<file path="src/rtl/acl_frame_fwd_ctrl.sv">
`default_nettype none
//==============================================================================
// Module : acl_frame_fwd_ctrl
// Desc   : Ingress FIFO read controller. It buffers the 4-word header, requests an
//          ACL verdict, then forwards the frame or flushes it. Define ACL_STATS_EN
//          to enable the fwd/drop/runt statistics counters.
// Rev    : 1.0
//==============================================================================
module acl_frame_fwd_ctrl #(
  parameter int VERDICT_TIMEOUT = 256
) (
  input  logic        clk,
  input  logic        rst_n,
  input  logic [31:0] i_fifo_data,
  input  logic        i_fifo_last,
  input  logic        i_fifo_empty,
  output logic        o_fifo_rd,
  output logic        o_acl_req,
  output logic [47:0] o_acl_dest_mac,
  output logic [47:0] o_acl_src_mac,
  output logic [15:0] o_acl_ethertype,
  input  logic        i_acl_valid,
  input  logic        i_acl_permit,
  output logic [31:0] o_tx_tdata,
  output logic        o_tx_tvalid,
  output logic        o_tx_tlast,
  input  logic        i_tx_tready,
  output logic [31:0] o_fwd_count,
  output logic [31:0] o_drop_count,
  output logic [31:0] o_runt_count
);

  localparam int c_TW = $clog2(VERDICT_TIMEOUT + 1);
  localparam logic [c_TW-1:0] c_TMO_LAST = c_TW'(VERDICT_TIMEOUT - 1);

  localparam logic [2:0] c_ST_IDLE     = 3'd0;
  localparam logic [2:0] c_ST_HDR      = 3'd1;
  localparam logic [2:0] c_ST_REQ      = 3'd2;
  localparam logic [2:0] c_ST_FWD_HDR  = 3'd3;
  localparam logic [2:0] c_ST_FWD_BODY = 3'd4;
  localparam logic [2:0] c_ST_DROP     = 3'd5;

  logic [2:0]      r_state;
  logic [1:0]      r_idx;
  logic [c_TW-1:0] r_tmo;
  logic            r_hdr_last;
  logic [31:0]     r_hbuf [4];

  logic w_permit;
  logic w_deny;

  // A strobe in the expiry cycle takes precedence over the timeout.
  assign w_permit = (r_state == c_ST_REQ) && i_acl_valid && i_acl_permit;
  assign w_deny   = (r_state == c_ST_REQ) &&
                    ((i_acl_valid && !i_acl_permit) || (!i_acl_valid && (r_tmo == c_TMO_LAST)));

  assign o_acl_req       = (r_state == c_ST_REQ);
  assign o_acl_dest_mac  = {r_hbuf[0], r_hbuf[1][31:16]};
  assign o_acl_src_mac   = {r_hbuf[1][15:0], r_hbuf[2]};
  assign o_acl_ethertype = r_hbuf[3][31:16];

  always_comb begin
    o_fifo_rd   = 1'b0;
    o_tx_tvalid = 1'b0;
    o_tx_tlast  = 1'b0;
    o_tx_tdata  = 32'h0;
    case (r_state)
      c_ST_HDR: o_fifo_rd = !i_fifo_empty;
      c_ST_FWD_HDR: begin
        o_tx_tvalid = 1'b1;
        o_tx_tdata  = r_hbuf[r_idx];
        o_tx_tlast  = (r_idx == 2'd3) && r_hdr_last;
      end
      c_ST_FWD_BODY: begin
        o_tx_tvalid = !i_fifo_empty;
        o_tx_tdata  = i_fifo_data;
        o_tx_tlast  = i_fifo_last && !i_fifo_empty;
        o_fifo_rd   = !i_fifo_empty && i_tx_tready;
      end
      c_ST_DROP: o_fifo_rd = !i_fifo_empty;
      default: ;
    endcase
  end

  always_ff @(posedge clk) begin
    if (!rst_n) begin
      r_state    <= c_ST_IDLE;
      r_idx      <= 2'd0;
      r_tmo      <= '0;
      r_hdr_last <= 1'b0;
      for (int i = 0; i < 4; i++) r_hbuf[i] <= 32'h0;
    end else begin
      case (r_state)
        c_ST_IDLE: begin
          r_idx <= 2'd0;
          if (!i_fifo_empty) r_state <= c_ST_HDR;
        end
        c_ST_HDR: begin
          if (!i_fifo_empty) begin
            r_hbuf[r_idx] <= i_fifo_data;
            if (r_idx == 2'd3) begin
              r_state    <= c_ST_REQ;
              r_hdr_last <= i_fifo_last;
              r_idx      <= 2'd0;
              r_tmo      <= '0;
            end else if (i_fifo_last) begin
              r_state <= c_ST_IDLE;
              r_idx   <= 2'd0;
            end else begin
              r_idx <= r_idx + 2'd1;
            end
          end
        end
        c_ST_REQ: begin
          r_tmo <= r_tmo + c_TW'(1);
          if (w_permit)    r_state <= c_ST_FWD_HDR;
          else if (w_deny) r_state <= r_hdr_last ? c_ST_IDLE : c_ST_DROP;
        end
        c_ST_FWD_HDR: begin
          if (i_tx_tready) begin
            if (r_idx == 2'd3) begin
              r_idx   <= 2'd0;
              r_state <= r_hdr_last ? c_ST_IDLE : c_ST_FWD_BODY;
            end else begin
              r_idx <= r_idx + 2'd1;
            end
          end
        end
        c_ST_FWD_BODY: begin
          if (!i_fifo_empty && i_tx_tready && i_fifo_last) r_state <= c_ST_IDLE;
        end
        c_ST_DROP: begin
          if (!i_fifo_empty && i_fifo_last) r_state <= c_ST_IDLE;
        end
        default: r_state <= c_ST_IDLE;
      endcase
    end
  end

`ifdef ACL_STATS_EN
  logic        w_fwd_evt;
  logic        w_drop_evt;
  logic        w_runt_evt;
  logic [31:0] r_fwd_count;
  logic [31:0] r_drop_count;
  logic [31:0] r_runt_count;

  // A 4-word frame completes in FWD_HDR; longer frames complete in FWD_BODY.
  assign w_fwd_evt  = ((r_state == c_ST_FWD_HDR) && i_tx_tready && (r_idx == 2'd3) && r_hdr_last) ||
                      ((r_state == c_ST_FWD_BODY) && !i_fifo_empty && i_tx_tready && i_fifo_last);
  assign w_drop_evt = (w_deny && r_hdr_last) ||
                      ((r_state == c_ST_DROP) && !i_fifo_empty && i_fifo_last);
  assign w_runt_evt = (r_state == c_ST_HDR) && !i_fifo_empty && i_fifo_last && (r_idx != 2'd3);

  always_ff @(posedge clk) begin
    if (!rst_n) begin
      r_fwd_count  <= 32'h0;
      r_drop_count <= 32'h0;
      r_runt_count <= 32'h0;
    end else begin
      if (w_fwd_evt && (r_fwd_count != 32'hFFFF_FFFF))   r_fwd_count  <= r_fwd_count + 32'd1;
      if (w_drop_evt && (r_drop_count != 32'hFFFF_FFFF)) r_drop_count <= r_drop_count + 32'd1;
      if (w_runt_evt && (r_runt_count != 32'hFFFF_FFFF)) r_runt_count <= r_runt_count + 32'd1;
    end
  end

  assign o_fwd_count  = r_fwd_count;
  assign o_drop_count = r_drop_count;
  assign o_runt_count = r_runt_count;
`else
  assign o_fwd_count  = 32'h0;
  assign o_drop_count = 32'h0;
  assign o_runt_count = 32'h0;
`endif

endmodule
`default_nettype wire

</file>
<file path="config.mk">
export PLATFORM = sky130hd
export DESIGN_NAME = acl_frame_fwd_ctrl
export DESIGN_NICKNAME = d
export VERILOG_FILES = /design/src/rtl/acl_frame_fwd_ctrl.sv
export SDC_FILE = /design/constraint.sdc
export NUM_CORES = 1
export LEC_CHECK = 0
export CORE_MARGIN = 4
export CORE_UTILIZATION = 30
export DETAILED_ROUTE_END_ITERATION = 7
export SETUP_SLACK_MARGIN = 0.4
export SYNTH_ARGS = -nofsm -noshare
export SYNTH_HDL_FRONTEND = slang
export SYNTH_SLANG_ARGS = --single-unit
</file>
<file path="constraint.sdc">
create_clock -name clk -period 4.6 [get_ports clk]
set_input_delay 0.92 -clock clk [delete_from_list [all_inputs] [get_ports clk]]
set_output_delay 0.92 -clock clk [all_outputs]
set_load 0.01 [all_outputs]
</file>
After elaboration in Yosys (flattened, before gate mapping)
Memories as Yosys holds them, arrays and structs flattened. A register that Yosys moved wholly into a read port is not among the register bits.
Cells that the tools add are included.
- $add $sub $neg: 2
- $mul: 0
- divide/modulo/power cells: 0
- order comparisons: 0
- eq/ne operators: 16
- shift-type cells: 0
- mux-type cells: 36
- bitwise gates (word level): 1
- reduce and logical (&&, ||, !) cells: 22
- operators with widths (operator ; number):
    $pmux W32 S2 ; 1
    $mux W3 ; 12
    $mux W32 ; 1
    $reduce_or A32 Y1 ; 1
    $mux W9 ; 2
    $pmux W3 S6 ; 1
    $pmux W9 S2 ; 1
    $mux W2 ; 8
    $ne A2 B2 Y1 const B ; 7
    $add A9 B1 Y9 const B ; 1
    $eq A9 B8 Y1 const B ; 1
    $logic_and A1 B1 Y1 ; 9
    $reduce_and A3 Y1 ; 3
    $reduce_and A8 Y1 ; 1
    $eq A3 B2 Y1 const B ; 2
    $eq A3 B3 Y1 const B ; 2
    $mux W1 ; 6
    $pmux W1 S2 ; 3
    $pmux W2 S3 ; 1
    $eq A3 B1 Y1 const B ; 1
    $logic_not A1 Y1 ; 3
    $logic_not A3 Y1 ; 1
    $ne A3 B1 Y1 const B ; 1
    $ne A3 B3 Y1 const B ; 1
    other kinds (7) ; 7
- register bits after elaboration: 15
- bits in latches: 0
- bits in writable memories: 128
- bits in read-only memories: 0
- bits of input ports: 39
- output and inout bits: 244
- logic and storage cells: 82
- memories: 1
- memory list (memory ; words ; bits a word ; rd ports ; clocked after Yosys merged registers in ; wr ports ; line ; text):
    r_hbuf ; 4 ; 32 ; 5 ; 1 ; 4 ; 47 ; logic [31:0] r_hbuf [4];

Logic depth before layout (Yosys ltp)
Gate-level depths: netlist (run 1).
- depth after elaboration: 7
- depth in mapped cells: 8
- depth with buffers taken out: 8

Worst setup path after synthesis (run 1)
Ideal clock, no wire load.
- path kind: input to register
- from: in i_fifo_empty
- to: mem r_hbuf[1][0], enable pin
- setup time: 0.470 ns
- arrival: 3.668 ns
- data required time: 4.130 ns
- setup slack: 0.462 ns
- stages: 4
- path buffers: 1
- cells stage by stage: buf_6 > nor2_1 > nand2_1 > o31ai_1
- RTL lines (what ; line ; text):
    from (decl) ; 16 ; input logic i_fifo_empty,
    to (decl) ; 47 ;

Worst setup path in the final report (run 1)
- from: reg r_state[0]
- to: out o_tx_tdata[13]
- cells in the longest elaborated chain, start to end: 2
- elaborated cells between the ends (all ways): 3
- classes of those cells: eq/ne: 2; mux: 1
- RTL lines (what ; line ; text):
    from (decl) ; 43 ; logic [2:0] r_state;
    from (signal assigned) ; 87 ; r_state <= c_ST_IDLE;
    from (signal assigned) ; 96 ; if (!i_fifo_empty) r_state <= c_ST_HDR;
    from (signal assigned) ; 102 ; r_state <= c_ST_REQ;
    $eq A3 B3 Y1 or $eq A3 B2 Y1 (tied branches) ; 67 ; case (r_state)
    $pmux W32 S2 * ; 67 ;
    to (decl) ; 24 ; output logic [31:0] o_tx_tdata,
Mark *: on every way between the ends. The rest lies on a longest branch, timed or not.

==> flow_metrics.tcl, run 1 <==
set metrics [dict create \
    cp_cell_sequence "and2b_1, and2_2, a22o_1, clkdlybuf4s50_1" \
    hold_class "register to register" \
    drtIter0Drc 222 \
    fin_setup_tns_ps 0 \
    grt_use_total 0.150 \
    grt-ovfl-total 0 \
    diodes 0 \
    slew_viol_final 0 \
    core_area_mm2 0.0253 \
    crit_arrival_ps 2870 \
    syn_inst 594 \
    dp_hpwl_mm 14.8 \
    cp-start-kind "register" \
    fp.dieArea_mm2 0.0285 \
    chipWidth_um 169 \
    outcome "finished clean" \
    critical-path-slowest-cell "and2_2" \
    synth.avg_cell_area_um2 13.0 \
    slew_headroom 0.342 \
    peakVddDrop_mv 0.201 \
    ys.flop_type "edfxtp_1" \
    clkSlewWorstSetupHoldPaths_ps 60 \
    grt_pass1_vias 4968 \
    layout-drive-gt1-share 0.122 \
    async_flop_share 0 \
    via_count 4972 \
    ys_ff_latch 145 \
    wl_per_cell_um 19.9 \
    grt_start_max_net_pins 36 \
    cts_setup_buffers 0 \
    die_h_um 169 \
    final_common_cell "clkdlybuf4s50_1" \
    rows 58 \
    crit_path_end_kind "output pin" \
    fin_crit_sh 0.823 \
    rsz0062_at_grt "false" \
    clock_skew_ps 9.50 \
    clkSinkCount 145 \
    postRouteAntennaNets 0 \
    netlist_area_mm2 0.00775 \
    synth_cell_types 49 \
    ff2ff_path_depth 4 \
    ys_seq_area_frac 0.540 \
    fmax_mhz 264 \
    cts_made_buffers 17 \
    path_delay_family "simple AND/OR/NAND/NOR gates" \
    ios 283 \
    drc 0 \
    post_cts_resized 0 \
    drt-pass1-iter-count 4 \
    initial_core_util 0.306 \
    synth-edff-count 128 \
    routed_wl_mm 21.8 \
    clock-root-buffer "clkbuf_16" \
    cts_hold_buf 0 \
    slowest_delay_ps 740 \
    fin_crit_ps 3790 \
    htree_levels 4 \
    crit_required_ps 3680 \
    hold_slack_ps 501 \
    cts.path.max_buffers 2 \
    fin_util 0.397 \
    worst_pin_slew_ps 987 \
    path_depth 4 \
    tritoncts "built" \
    grt_pass1_wl_mm 32.0 \
    antenna_found_initial 0 \
    crit_fanout 32 \
    port-buffer-count 186 \
    nets 798 \
    worst_skew_pair.late_latency_ps 420 \
    syn_to_final_growth_pct 29.9 \
    final-hold-violation-count 0 \
    avgViaCountPerCell 4.53 \
    fin_total_pwr_w 0.00324 \
    yosys_warnings 0 \
    most-common-layout-cells "clkdlybuf4s50_1, edfxtp_1, and2_1" \
    crit_type "register to output pin" \
    power.density_mw_per_mm2 322 \
    maxCapViolCount 0 \
    leakage_nw 3.77 \
    critPathBufInv 1 \
    gp_congestion 0.750 \
    hold_depth 2 \
    finalSetupViolCount 0 \
]
==> registers in the layout, summed over array words and instances (netlist names), named ones only <==
| signal | count |
|---|---|
| r_state | 3 |
| r_tmo | 9 |
| r_hbuf | 128 |
| r_idx | 2 |
| r_hdr_last | 1 |
==> final timing paths <==
path,startpoint,end,slack [ps]
max,r_state[0]$_SDFFE_PN0P_,o_tx_tdata[13],810
min,r_tmo[7]$_SDFFE_PN0P_,r_tmo[7]$_SDFFE_PN0P_,500
max reg2reg,r_state[0]$_SDFFE_PN0P_,r_hbuf[0][27]$_SDFFCE_PN0P_,1920
min reg2reg,r_tmo[7]$_SDFFE_PN0P_,r_tmo[7]$_SDFFE_PN0P_,500
==> Yosys cell counts (2+ instances only) <==
library cell / number / share of area
a2111oi_2: 2 / 0.0039
a21boi_1: 2 / 0.0019
a21oi_1: 5 / 0.0032
a22o_1: 32 / 0.036
and2_1: 100 / 0.081
and3_1: 32 / 0.026
buf_2: 14 / 0.0090
buf_4: 115 / 0.11
buf_6: 2 / 0.0029
clkbuf_1: 17 / 0.0082
dfxtp_1: 17 / 0.044
edfxtp_1: 128 / 0.50
ha_1: 3 / 0.0048
inv_1: 5 / 0.0024
mux2i_1: 3 / 0.0039
mux4_2: 32 / 0.093
nand2_1: 15 / 0.0073
nand2b_1: 5 / 0.0040
nand3_1: 8 / 0.0052
nor2_1: 10 / 0.0048
nor2b_1: 4 / 0.0032
nor3_1: 3 / 0.0019
nor4b_4: 2 / 0.0061
o2111ai_1: 3 / 0.0034
o211ai_1: 2 / 0.0019
o21ai_0: 6 / 0.0039
o31ai_1: 2 / 0.0019
or3_1: 2 / 0.0016
xnor2_1: 3 / 0.0034
==> layout make-up <==
class / instances / area, um^2
timing repair buffer: 197 / 1950
tap: 330 / 413
clock inverter: 13 / 151
clock buffer: 18 / 429
sequential: 145 / 4190
inverter: 5 / 18.8
fill: 2403 / 15300
multi-input combinational: 390 / 2920
==> metrics by stage <==
step	worst slack [ps]	area [um^2]	std cells
floorplan	462	8100	689
global placement	1100	9490	1067
detailed placement	1080	9490	1067
CTS	707	10100	1098
global route	600	10100	1098
finish	813	10100	1098
==> tightest hold or removal path, stage by stage (launching register included) <==
cell     delay (ps)
dfxtp_1         320
o21ai_0          70
a21oi_1          60
==> cell families (layout without fill, tap and decap cells) <==
family / Yosys count / in the layout / synth area share
simple gates: 189 / 189 / 0.152
buf+inv: 154 / 233 / 0.135
flops: 145 / 145 / 0.540
compound gates: 64 / 64 / 0.0677
mux: 35 / 35 / 0.0969
fa+ha+maj: 3 / 3 / 0.00485
xor+xnor: 3 / 3 / 0.00339
other cells: 1 / 96 / 0.000484
==> routing by layer <==
metal,track usage,part of all wire
met1,0.198,0.43
met2,0.247,0.50
met3,0.0355,0.060
met4,0.0409,0.013
met5,0,0
==> report_power, final <==
| part | internal [W] | switching, W |
|---|---|---|
| registers | 0.00149 | 0.0000364 |
| logic | 0.000161 | 0.000185 |
| clock network | 0.000807 | 0.000562 |
| total | 0.00246 | 0.000784 |
No activity file was read; power rests on OpenSTA's default activity.
==> run 2: changes to the inputs <==
- clock period: 4.6 -> 3.4 ns (I/O delays scaled with it)
==> run 2 against run 1 <==
Via count rose by 0.82%. Critical path depth did not move. Routed wire length rose by 0.29%. Setup slack got worse by 370 ps. Global-route usage fell by 0.26 points. Non-clock buffer count rose by 12. Die area did not move. Clock-buffer cell count rose by 1. Worst hold slack got worse by 8.3 ps. First-iteration DRC count rose by 33%.
==> flow_metrics.tcl, run 2 (synthesis results as in run 1) <==
set metrics [dict create \
    wl_per_cell_um 19.7 \
    chipWidth_um 169 \
    dp_hpwl_mm 14.8 \
    cts.path.max_buffers 2 \
    fin_crit_ps 2950 \
    slew_viol_final 0 \
    postRouteAntennaNets 0 \
    largest_reg_flops 128 \
    placed_cells 1078 \
    layout-drive-gt1-share 0.135 \
    diodes 0 \
    tritoncts "built" \
    power.density_mw_per_mm2 445 \
    grt_pass1_vias 4947 \
    most-common-layout-cells "clkdlybuf4s50_1, edfxtp_1, and2_1" \
    antenna_found_initial 0 \
    fin_crit_sh 0.869 \
    cts_made_buffers 17 \
    cts_hold_buf 0 \
    seq_area_mm2 0.00419 \
    die_h_um 169 \
    critical-path-slowest-cell "mux4_2" \
    fin_ws_ps 446 \
    placed_area_mm2 0.00958 \
    outcome "finished clean" \
    htree_levels 4 \
    core_area_mm2 0.0253 \
    cp_cell_sequence "buf_12, mux4_2, a22o_1, clkdlybuf4s50_1" \
    clkSinkCount 145 \
    fin_util 0.406 \
    finalSetupViolCount 0 \
    peakVddDrop_mv 0.304 \
    rows 58 \
    via_count 5013 \
    grt-ovfl-total 0 \
    multi_input_area_mm2 0.00292 \
    leakage_nw 3.90 \
    drc 0 \
    crit_arrival_ps 2270 \
    clkSlewWorstSetupHoldPaths_ps 60 \
    drt-pass1-iter-count 5 \
    fill_cells 2385 \
    fin_setup_tns_ps 0 \
    path_delay_family "buffers and inverters" \
    critPathBufInv 2 \
    drtIter0Drc 295 \
    place_ws_ps 530 \
    grt_pass1_wl_mm 31.6 \
    final_common_cell "clkdlybuf4s50_1" \
    cts_setup_buffers 0 \
    port-buffer-count 186 \
    grt_start_max_net_pins 36 \
    final_cell_area_mm2 0.0103 \
    nets 810 \
    rsz0062_at_grt "true" \
    crit_type "register to output pin" \
    cp-start-kind "register" \
    finalNonFillerCells 1110 \
    crit_path_end_kind "output pin" \
    crit_required_ps 2720 \
    clock-root-buffer "clkbuf_16" \
    avgViaCountPerCell 4.52 \
    regMostFlops "r_hbuf" \
    syn_to_final_growth_pct 32.6 \
    grt_use_total 0.147 \
    ios 283 \
    fp.dieArea_mm2 0.0285 \
    clock_skew_ps 12.7 \
    gp_congestion 0.829 \
    final-hold-violation-count 0 \
    fmax_mhz 339 \
    routed_wl_mm 21.9 \
    slowest_delay_ps 530 \
    maxCapViolCount 0 \
    hold_class "register to register" \
    crit_fanout 20 \
    reg_top3 "r_hbuf (128), r_tmo (9), r_state (3)" \
    initial_core_util 0.306 \
    worst_skew_pair.late_latency_ps 420 \
]
run 2: cell type report:
cell class | instances | area share
well taps | 330 | 0.0402
flip-flops and latches | 145 | 0.408
repair buffers | 209 | 0.204
inverters | 5 | 0.00183
clock buffers | 19 | 0.0421
multi-input cells | 390 | 0.284
clock inverters | 12 | 0.0200
run 2: what timing repair did:
item | 4_1_cts | 5_1_grt
gates resized for setup | 6 | 4
cloned | 0 | 1
endpoints found under the setup margin | 32 | 12
run 2: stage by stage:
step	total power, W	hold slack, ps
3_5_place_dp	0.00258	485
3_3_place_gp	0.00258	476
4_1_cts	0.00462	496
6_report	0.00457	493
5_1_grt	0.00474	533
2_1_floorplan	0.00240	459
run 2: worst paths after layout:
check / start / to / slack [ps] / cells past startpoint
hold / removal: r_tmo[7]$_SDFFE_PN0P_ / r_tmo[7]$_SDFFE_PN0P_ / 490 / 2
setup / recovery: register / o_tx_tdata[9] / 450 / 4
hold reg to reg: r_tmo[7]$_SDFFE_PN0P_ / r_tmo[7]$_SDFFE_PN0P_ / 490 / 2
setup reg to reg: r_idx[1]$_SDFFE_PN0P_ / r_tmo[6]$_SDFFE_PN0P_ / 1410 / 5
run 2: worst min-delay path: cells and delay by family (launching register included):
family / cells / cell delay, ps
AOI/OAI and AO/OA: 2 / 130
DFF: 1 / 310
run 2: per-layer routing:
metal / up-vias / part of all wire / routed length [um] / GRT usage
met4: 0 / 0.011 / 235 / 0.0392
met3: 14 / 0.072 / 1580 / 0.0383
met5: - / 0 / 0 / 0
met2: 219 / 0.50 / 10800 / 0.243
met1: 2472 / 0.42 / 9200 / 0.192
li1: 2308 / - / - / -
run 2: power by group:
part / internal [W] / switching, W / leakage, nW / total, W
combinational: 0.000226 / 0.000258 / 2.14 / 0.000485
sequential: 0.00201 / 0.0000406 / 1.46 / 0.00205
clock: 0.00131 / 0.000731 / 0.306 / 0.00204
total: 0.00354 / 0.00103 / 3.90 / 0.00457
==> run 3: changes to the inputs <==
- CTS_CLUSTER_DIAMETER: unset -> 30
- GPL_ROUTABILITY_DRIVEN: unset -> 0
- GPL_TIMING_DRIVEN: unset -> 0
==> run 3 against run 2 <==
Via count grew 10%. Register-to-register slack got worse by 560 ps. Largest power group unchanged. Total power down 1.2%. Fmax rose by 1.6%. Non-clock buffer count increased by 140. Sequential cell count unchanged. Sequential power about the same. Clock-buffer cell count is 2 lower. Critical endpoint is now o_tx_tdata[1].
==> flow_metrics.tcl, run 3 (synthesis results as in run 1) <==
set metrics [dict create \
    worst_skew_pair.late_latency_ps 420 \
    place_ws_ps 171 \
    clock_skew_ps 11.8 \
    power.density_mw_per_mm2 397 \
    most-common-layout-cells "clkdlybuf4s50_1, edfxtp_1, buf_4" \
    internal-power_w 0.00343 \
    avgViaCountPerCell 4.41 \
    placed_area_mm2 0.0105 \
    maxCapViolCount 0 \
    clkSlewWorstSetupHoldPaths_ps 60 \
    crit_path_end_kind "output pin" \
    clock-root-buffer "clkbuf_16" \
    slew_headroom 0.447 \
    initial_core_util 0.306 \
    cp-start-kind "register" \
    sw_frac_of_total 0.242 \
    fin_util 0.449 \
    crit_arrival_ps 2230 \
    clkPwrFrac 0.411 \
    grt_start_max_net_pins 25 \
    postRouteAntennaNets 0 \
    wl_per_cell_um 19.5 \
    drc 0 \
    finalSetupViolCount 0 \
    die_h_um 169 \
    fin_ws_ps 492 \
    fmax_mhz 344 \
    clkSinkCount 145 \
    grt_pass1_vias 5409 \
    drt-pass1-iter-count 4 \
    drtIter0Drc 423 \
    grt_use_total 0.167 \
    fin_crit_sh 0.855 \
    reg_top3 "r_hbuf (128), r_tmo (9), r_state (3)" \
    rows 58 \
    combPwrFrac 0.136 \
    final_cell_area_mm2 0.0114 \
    cts_made_buffers 17 \
    ios 283 \
    dp_hpwl_mm 17.4 \
    fp.dieArea_mm2 0.0285 \
    leakage_nw 4.97 \
    port-buffer-count 185 \
    rsz0062_at_grt "false" \
    layout-drive-gt1-share 0.261 \
    hold_class "register to register" \
    crit_required_ps 2720 \
    r2r_slack_ps 850 \
    cts.path.max_buffers 2 \
    largest_reg_flops 128 \
    power_frac_seq 0.454 \
    regMostFlops "r_hbuf" \
    fin_setup_tns_ps 0 \
    crit_fanout 9 \
    final_common_cell "clkdlybuf4s50_1" \
    peakVddDrop_mv 0.220 \
    syn_to_final_growth_pct 46.8 \
    final-hold-violation-count 0 \
    grt_pass1_wl_mm 35.2 \
    grt-ovfl-total 0 \
    fin_crit_ps 2910 \
    via_count 5514 \
    worst_pin_slew_ps 826 \
    outcome "finished clean" \
    routed_wl_mm 24.3 \
    nets 950 \
    htree_levels 4 \
    tritoncts "built" \
    crit_type "register to output pin" \
    core_area_mm2 0.0253 \
    diodes 0 \
    chipWidth_um 169 \
    p_sw_w 0.00109 \
    hold_slack_ps 496 \
    slew_viol_final 0 \
    antenna_found_initial 0 \
]
## run 3: power by group through the flow
stage               combinational, W  sequential, W  clock [W]
floorplan                   0.000289        0.00211          0
global placement            0.000571        0.00210          0
detailed placement          0.000591        0.00209          0
CTS                         0.000607        0.00205    0.00188
global route                0.000658        0.00206    0.00196
finish                      0.000613        0.00205    0.00186
## run 3: cell type report
cell class | count | area [um^2]
Fill cell | 2301 | 14000
Buffer | 149 | 1190
Inverter | 5 | 18.8
Timing Repair Buffer | 200 | 2070
Sequential cell | 145 | 4190
Clock buffer | 17 | 425
Multi-Input combinational cell | 390 | 2920
Clock inverter | 14 | 156
Tap cell | 330 | 413
## run 3: repair_timing
item                       CTS  global route
cloned                       1             0
hold buffers                 0             0
resized for setup           67            23
setup endpoints to repair   33            17
setup buffers                1             8
## run 3: critical path, stage by stage (launching register included)
cell and delay, ps:
dfxtp_1 320, clkbuf_8 180, buf_12 160, buf_4 150
mux4_2 480, a22o_1 220, dlygate4sd2_1 290
## run 3: path summary, 6_finish.rpt
kind | depth (start not counted) | from | endpoint
max | 6 | register | o_tx_tdata[1]
min | 2 | r_tmo[7]$_SDFFE_PN0P_ | r_tmo[7]$_SDFFE_PN0P_
max reg2reg | 5 | r_state[1]$_SDFFE_PN0P_ | r_hbuf[2][10]$_SDFFCE_PN0P_
min reg2reg | 2 | r_tmo[7]$_SDFFE_PN0P_ | r_tmo[7]$_SDFFE_PN0P_
## run 3: per-layer routing
metal  vias up  part of all wire  global-route usage
met5         -                 0                   0
met4         0             0.015              0.0498
met3        17             0.081              0.0439
met2       223              0.49               0.269
met1      2674              0.41               0.222
li1       2600                 -                   -
## run 3: stage by stage
step | total power, W | instances
final | 0.00452 | 1250
after global routing | 0.00468 | 1250
after CTS | 0.00454 | 1242
after detailed placement | 0.00268 | 1209
after global placement | 0.00267 | 1204
after floorplan | 0.00240 | 689
